===== config.mk =====
export PLATFORM = sky130hd
export DESIGN_NAME = display_driver
export DESIGN_NICKNAME = d
export VERILOG_FILES = /design/src/rtl/display_driver.sv
export SDC_FILE = /design/constraint.sdc
export NUM_CORES = 1
export LEC_CHECK = 0
export ABC_AREA = 0
export CAP_MARGIN = 20
export CORE_ASPECT_RATIO = 1.25
export CORE_MARGIN = 4
export CORE_UTILIZATION = 59
export DETAILED_ROUTE_END_ITERATION = 7
export HOLD_SLACK_MARGIN = 0.02
export PLACE_DENSITY = 0.89
export SYNTH_ARGS = -nofsm -noshare
export SYNTH_HDL_FRONTEND = slang
export SYNTH_SLANG_ARGS = --single-unit

===== constraint.sdc =====
create_clock -name clock -period 4.1 [get_ports clock]
set_input_delay 0.41 -clock clock [delete_from_list [all_inputs] [get_ports clock]]
set_output_delay 0.41 -clock clock [all_outputs]
set_load 0.01 [all_outputs]

===== src/rtl/display_driver.sv =====
// Four-digit multiplexed seven-segment driver for the core's r7 / PC outputs.
// One snapshot per scan frame keeps all digits coherent; outputs lag the scan by one cycle.
module display_driver #(
  parameter int PC_WIDTH    = 6,
  parameter int REFRESH_DIV = 100000,
  parameter bit BLANK_ZEROS = 1'b1
) (
  input  logic                clock,
  input  logic                reset,
  input  logic [15:0]         r7_data,
  input  logic [PC_WIDTH-1:0] pc_in,
  input  logic                show_pc,
  output logic [3:0]          anode,
  output logic [6:0]          seg,
  output logic                dp,
  output logic                update_pulse
);

  localparam int CW = (REFRESH_DIV > 1) ? $clog2(REFRESH_DIV) : 1;
  localparam logic [6:0] SEG_BLANK = 7'b1111111;
  localparam logic [6:0] SEG_P     = 7'b0001100;

  logic [CW-1:0] cnt_q, cnt_d;
  logic [1:0]    idx_q, idx_d;
  logic [15:0]   snap_q, snap_d;
  logic          mode_q, mode_d;
  logic [3:0]    anode_q, anode_d;
  logic [6:0]    seg_q, seg_d;
  logic          dp_q, dp_d;
  logic          pulse_q, pulse_d;

  logic          tick, wrap, lz_blank;
  logic [7:0]    pc8;
  logic [3:0]    nib;

  function automatic logic [6:0] hex7(input logic [3:0] v);
    case (v)
      4'h0: hex7 = 7'b1000000;
      4'h1: hex7 = 7'b1111001;
      4'h2: hex7 = 7'b0100100;
      4'h3: hex7 = 7'b0110000;
      4'h4: hex7 = 7'b0011001;
      4'h5: hex7 = 7'b0010010;
      4'h6: hex7 = 7'b0000010;
      4'h7: hex7 = 7'b1111000;
      4'h8: hex7 = 7'b0000000;
      4'h9: hex7 = 7'b0010000;
      4'hA: hex7 = 7'b0001000;
      4'hB: hex7 = 7'b0000011;
      4'hC: hex7 = 7'b1000110;
      4'hD: hex7 = 7'b0100001;
      4'hE: hex7 = 7'b0000110;
      default: hex7 = 7'b0001110;
    endcase
  endfunction

  always_comb begin
    tick  = (cnt_q == CW'(REFRESH_DIV - 1));
    wrap  = tick && (idx_q == 2'd3);
    cnt_d = tick ? '0 : cnt_q + 1'b1;
    idx_d = tick ? idx_q + 1'b1 : idx_q;

    pc8 = '0;
    pc8[PC_WIDTH-1:0] = pc_in;

    snap_d  = snap_q;
    mode_d  = mode_q;
    pulse_d = 1'b0;
    if (wrap) begin
      snap_d  = show_pc ? {8'h00, pc8} : r7_data;
      mode_d  = show_pc;
      pulse_d = (snap_d != snap_q) || (mode_d != mode_q);
    end

    // Display path decodes the current (pre-update) index and snapshot.
    nib = snap_q[{idx_q, 2'b00} +: 4];
    case (idx_q)
      2'd1:    lz_blank = (snap_q[15:4]  == '0);
      2'd2:    lz_blank = (snap_q[15:8]  == '0);
      2'd3:    lz_blank = (snap_q[15:12] == '0);
      default: lz_blank = 1'b0;
    endcase

    if (mode_q) begin
      if (idx_q == 2'd3)      seg_d = SEG_P;
      else if (idx_q == 2'd2) seg_d = SEG_BLANK;
      else                    seg_d = hex7(nib);
    end else if (BLANK_ZEROS && lz_blank) begin
      seg_d = SEG_BLANK;
    end else begin
      seg_d = hex7(nib);
    end

    anode_d = ~(4'b0001 << idx_q);
    dp_d    = ~(mode_q && (idx_q == 2'd0));
  end

  always_ff @(posedge clock) begin
    if (!reset) begin
      cnt_q   <= '0;
      idx_q   <= '0;
      snap_q  <= '0;
      mode_q  <= 1'b0;
      anode_q <= '1;
      seg_q   <= '1;
      dp_q    <= 1'b1;
      pulse_q <= 1'b0;
    end else begin
      cnt_q   <= cnt_d;
      idx_q   <= idx_d;
      snap_q  <= snap_d;
      mode_q  <= mode_d;
      anode_q <= anode_d;
      seg_q   <= seg_d;
      dp_q    <= dp_d;
      pulse_q <= pulse_d;
    end
  end

  assign anode        = anode_q;
  assign seg          = seg_q;
  assign dp           = dp_q;
  assign update_pulse = pulse_q;

endmodule


* After elaboration in Yosys (flattened, before gate mapping) *
Memory sizes are Yosys's and may differ from the RTL's.
Cells that the tools add are included.
Widths: inputs -> output; s select.

cells by class
  equal/unequal tests = 6
  shift operators = 2
  reduce and logical (&&, ||, !) cells = 9
  mux-type cells = 6
  add/sub/neg operators = 2
  bitwise logic cells = 3

operator list
  kind                   number
  $mux 7                 4
  $add 17x1->17 const B  1
  $eq 17x17->1 const B   1
  $mux 16                1
  $ne 16x16->1           1
  $shiftx 16x5->4        1
  $logic_not 12->1       1
  $logic_not 8->1        1
  $eq 2x2->1 const B     2
  $logic_not 4->1        1
  $not 4->4              1
  $shl 1x2->4 const A    1
  $pmux 1 s3             1
  $add 2x1->2 const B    1
  $eq 2x1->1 const B     1
  $logic_and 1x1->1      2
  $logic_not 2->1        1
  $not 1->1              2
  $reduce_and 2->1       1
  $reduce_or 2->1        1
  $logic_or 1x1->1       1
  $ne 1x1->1             1

word-level totals
  register bits = 49
  word-level logic and storage cells = 38
  memories = 2
  memory bits (read-only) = 224

memory list
  memory            words  bits a word  rd ports  clocked after Yosys merged registers in  write ports  line  source
  (name not given)  16     7            1         0                                        0            37    case (v)
  (name not given)  16     7            1         0                                        0            37

* Logic depth before layout (Yosys ltp) *
An unclocked memory read counts as a cell.

  word-level depth = 5
  mapped depth = 9
  gate-level depth less buffers = 8

* Least setup slack after synthesis *
OpenSTA, ideal clock, no wires.

  path kind = flip-flop to flip-flop
  start point = register idx_q[0]
  end point = register seg_q[3] (netlist: seg[3])
  required time = 4.038 ns
  setup time = 0.062 ns
  clock period less this slack = 1.938 ns
  path slack = 2.162 ns
  arrival = 1.876 ns
  path buffers = 1
  stages on the path, launching flop included = 10
  cells stage by stage = dfxtp_1 -> buf_2 -> mux4_2 -> inv_1 -> ha_1 -> nor2_1 -> a21oi_1 -> mux2i_1 -> nand2_1 -> nand3_1

between the ends
  longest elaborated chain between the ends = 5

ends and longest elaborated chain
  element                 line  source
  start, declared         24    logic [1:0] idx_q, idx_d;
  start signal, assigned  110   idx_q <= idx_d;
  $shiftx 16x5->4         76    nib = snap_q[{idx_q, 2'b00} +: 4];
  $mem_v2 16x7            n/a
  $mux 7                  86    else if (idx_q == 2'd2) seg_d = SEG_BLANK;
  $mux 7                  85    if (idx_q == 2'd3) seg_d = SEG_P;
  $mux 7 (*)              84    if (mode_q) begin
  end signal, assigned    114   seg_q <= seg_d;
  end, declared           28    logic [6:0] seg_q, seg_d;

Mark *: on every way between the ends. The rest lies on a longest branch, timed or not.
A chain may end at the register's enable or synchronous reset.

* Worst setup path after layout *
  start point = input show_pc
  end point = register pulse_q (netlist: update_pulse)

between the ends
  longest elaborated chain between the ends = 3

ends and longest elaborated chain
  element               line  source
  start, declared       12    input logic show_pc,
  $mux 16               70    snap_d = show_pc ? {8'h00, pc8} : r7_data;
  $ne 16x16->1          72    pulse_d = (snap_d != snap_q) || (mode_d != mode_q);
  $logic_or 1x1->1 (*)  72
  end signal, assigned  116   pulse_q <= pulse_d;
  end, declared         30    logic pulse_q, pulse_d;

Marked as above.

==> impl_metrics.ini <==
[clock_tree]
clock_tree.buffer_depth = 2
cts_root_buf = clkbuf_8
ctsHoldBuffers = 0
cts_tree = built
path_clk_slew_ps = 90
h-tree-depth = 2
ctsResizeCount = 0
cts_setup_buffers = 0
insertion_delay_ps = 310
cts.sinks = 49
cts_made_buffers = 5

[synth]
post_synth.cell_area_avg_sq_um = 9.22
synth-edff-count = 0
ys.warnings.count = 0
synth_area_sq_um = 2850
synthTopCellsByArea = dfxtp_1 (34%), ha_1 (5.3%), o21ai_2 (5.2%)
ys_ff_latch = 49
syn_inst = 309
synth.distinct_cells = 51
ys.flop_type = dfxtp_1
yosys.area.top_type_share_pct = 34.4
synthArstFlopShare_pct = 0
synth_area_leader_cell = dfxtp_1
syn_nets = 346
ys_seq_area_share_pct = 34.4

[worst_hold_path]
hold_path.startpoint = cnt_q[0]$_SDFF_PP0_
holdCritPathClass = reg2reg

[placement]
post-place-cells = 387
portBuffers = 37
hpwlAfterDp_mm = 4.42
gp_congestion = 0.894

[timing]
finalSetupViolCount = 0
fin_skew_ps = 4.16
rsz0062_at_grt = false
holdWs_ps = 473
slew_viol_final = 0
fmax_mhz = 375
worstMarginPinSlew_ps = 996
hold_viol = 0
min_period_ps = 2670
max_slew_margin_pct = 33.4
tns_ps = 0
period_share_pct = 65.0

[worst_setup_path]
r2r_start = cnt_q[14]$_SDFF_PP0_
cp.arrival_ps = 2860
critical_path.endpoint_type = flop
crit_type = in2reg
required_ps = 4300
critPathLaunchType = primary input
worstPathMaxFanout = 29
worstSetupStartpoint = show_pc
path_cells = clkdlybuf4s50_1 > mux2i_1 > xnor2_1 > or4_1 > nor4_1 > nor3_1
cpMaxStageDelayCell = clkdlybuf4s50_1
cpPeakStageDelay_ps = 1130

[die]
die-area_sq_um = 6010
fp.coreArea_sq_um = 4690
die_h_um = 85.7
die_w_um = 70.1
initial_utilization_pct = 60.7
ios = 38
num_rows = 28

[global_route]
met2_usage_pct = 39.0
grt_use_total_pct = 21.8
grt_antenna_before_repair = 0
met1_usage_pct = 24.1
grt_start_max_net_pins = 45
gr-max-usage-layer = met2
use_met3_pct = 3.75
grt_overflow = 0
grt_pass1_wl_mm = 10.6
grt_pass1_vias = 2399

[finish]
stdcell_count = 395
n_fill_cell = 365
syn_to_final_growth_pct = 14.4
multi_input_area_sq_um = 1680
layout.nets = 371
layout_common_cells = dfxtp_1 (49), clkdlybuf4s50_1 (36), nand2_1 (32), nor2_1 (19), inv_1 (18)
antenna_cells = 0
mostFrequentLayoutCell = dfxtp_1
seq_area_sq_um = 981
final_core_util_pct = 69.4
drive_gt1_share_pct = 16.7

[pwr]
finalPower_mw = 0.857
p_seq_share_pct = 56.6
vdd_drop_max_v = 0.000274
switchingPower_mw = 0.209
switching_share_pct = 24.4
clock_power_share_pct = 33.8
internal_power_mw = 0.647
p_leak_nw = 1.16
power_frac_comb_pct = 9.6
p_per_area_nw_per_um2 = 263

[drt]
routed_wirelength_mm = 6.13
drt-initial-drc-count = 257
route.detailed.drc = 0
wl_per_cell_um = 15.5
firstDrtPassIters = 5
routed_via_density = 6.03
ant_nets = 0
route.vias.total = 2380

[flow_run]
drv_cap = 0

[run_status]
status = completed
[through the flow]
step / instance area [sq um] / setup slack (ps)
global placement: 3170 / 1200
detailed placement: 3170 / 1170
CTS: 3260 / 1500
floorplan: 2850 / 2160
finish: 3260 / 1430
global route: 3260 / 1310
[synthesized netlist by cell type, types with 3 or more instances]
cell / n
a21oi_1: 5
o221ai_1: 5
nand3b_1: 10
xor2_1: 14
nor3_1: 5
mux4_2: 4
mux2i_1: 6
buf_2: 3
nand2b_1: 4
nand4_1: 4
nor2_1: 19
nor4_1: 5
buf_6: 4
nand3_1: 12
nand2_1: 32
ha_1: 12
clkbuf_1: 9
xnor2_1: 8
dfxtp_1: 49
o21ai_0: 7
nand3_2: 14
inv_1: 18
mux2_2: 4
o2bb2ai_1: 3
o21ai_2: 17
[cell families after synthesis]
logic type      count (synthesis)  share of synthesized area, %
compound gates                 55                          15.1
xor+xnor                       22                          6.77
fa+ha+maj                      12                          5.27
buf+inv                        37                          6.46
flops                          49                          34.4
mux                            14                          6.85
simple gates                  120                          25.1
[layer usage]
layer / vias up / share of wire [%]
met3: 34 / 5.8
met4: 0 / 4.5
met5: - / 0
li1: 1146 / -
met1: 1098 / 39
met2: 102 / 51
[power by group through the flow]
| stage | combinational, mW | sequential, mW | clock, mW |
|---|---|---|---|
| floorplan | 0.0407 | 0.497 | 0 |
| finish | 0.0825 | 0.485 | 0.289 |
| global route | 0.0894 | 0.486 | 0.313 |
| CTS | 0.0824 | 0.485 | 0.293 |
| detailed placement | 0.0822 | 0.496 | 0 |
| global placement | 0.0810 | 0.495 | 0 |
[worst max-delay path, delay by kind of cell]
kind | cells | cell delay, ps
buffers and inverters | 1 | 1130
and+or+nand+nor | 3 | 880
muxes | 1 | 350
xor gates and xnor gates | 1 | 90
[final timing paths]
check	to	slack, ps	cells past startpoint
worst max-delay path	update_pulse$_SDFF_PN0_	1430	6
worst min-delay path	cnt_q[0]$_SDFF_PP0_	470	1
worst max register to register	snap_q[1]$_SDFFE_PN0P_	1800	5
worst min register to register	cnt_q[0]$_SDFF_PP0_	470	1
[registers in the layout (all words and copies together), names as in the netlist]
| register | cells |
|---|---|
| cnt_q | 17 |
| snap_q | 16 |
| seg | 7 |
| anode | 4 |
| idx_q | 2 |
| dp | 1 |
| mode_q | 1 |
| update_pulse | 1 |
[final cells by class]
cell class                      count  share of cell area (%)
Inverter                           18                    2.07
Clock buffer                        6                    2.23
Multi-Input combinational cell    223                    51.7
Sequential cell                    49                    30.1
Timing Repair Buffer               37                    11.2
Tap cell                           60                    2.30
Clock inverter                      2                   0.422
(Power assumes the default switching activity.)
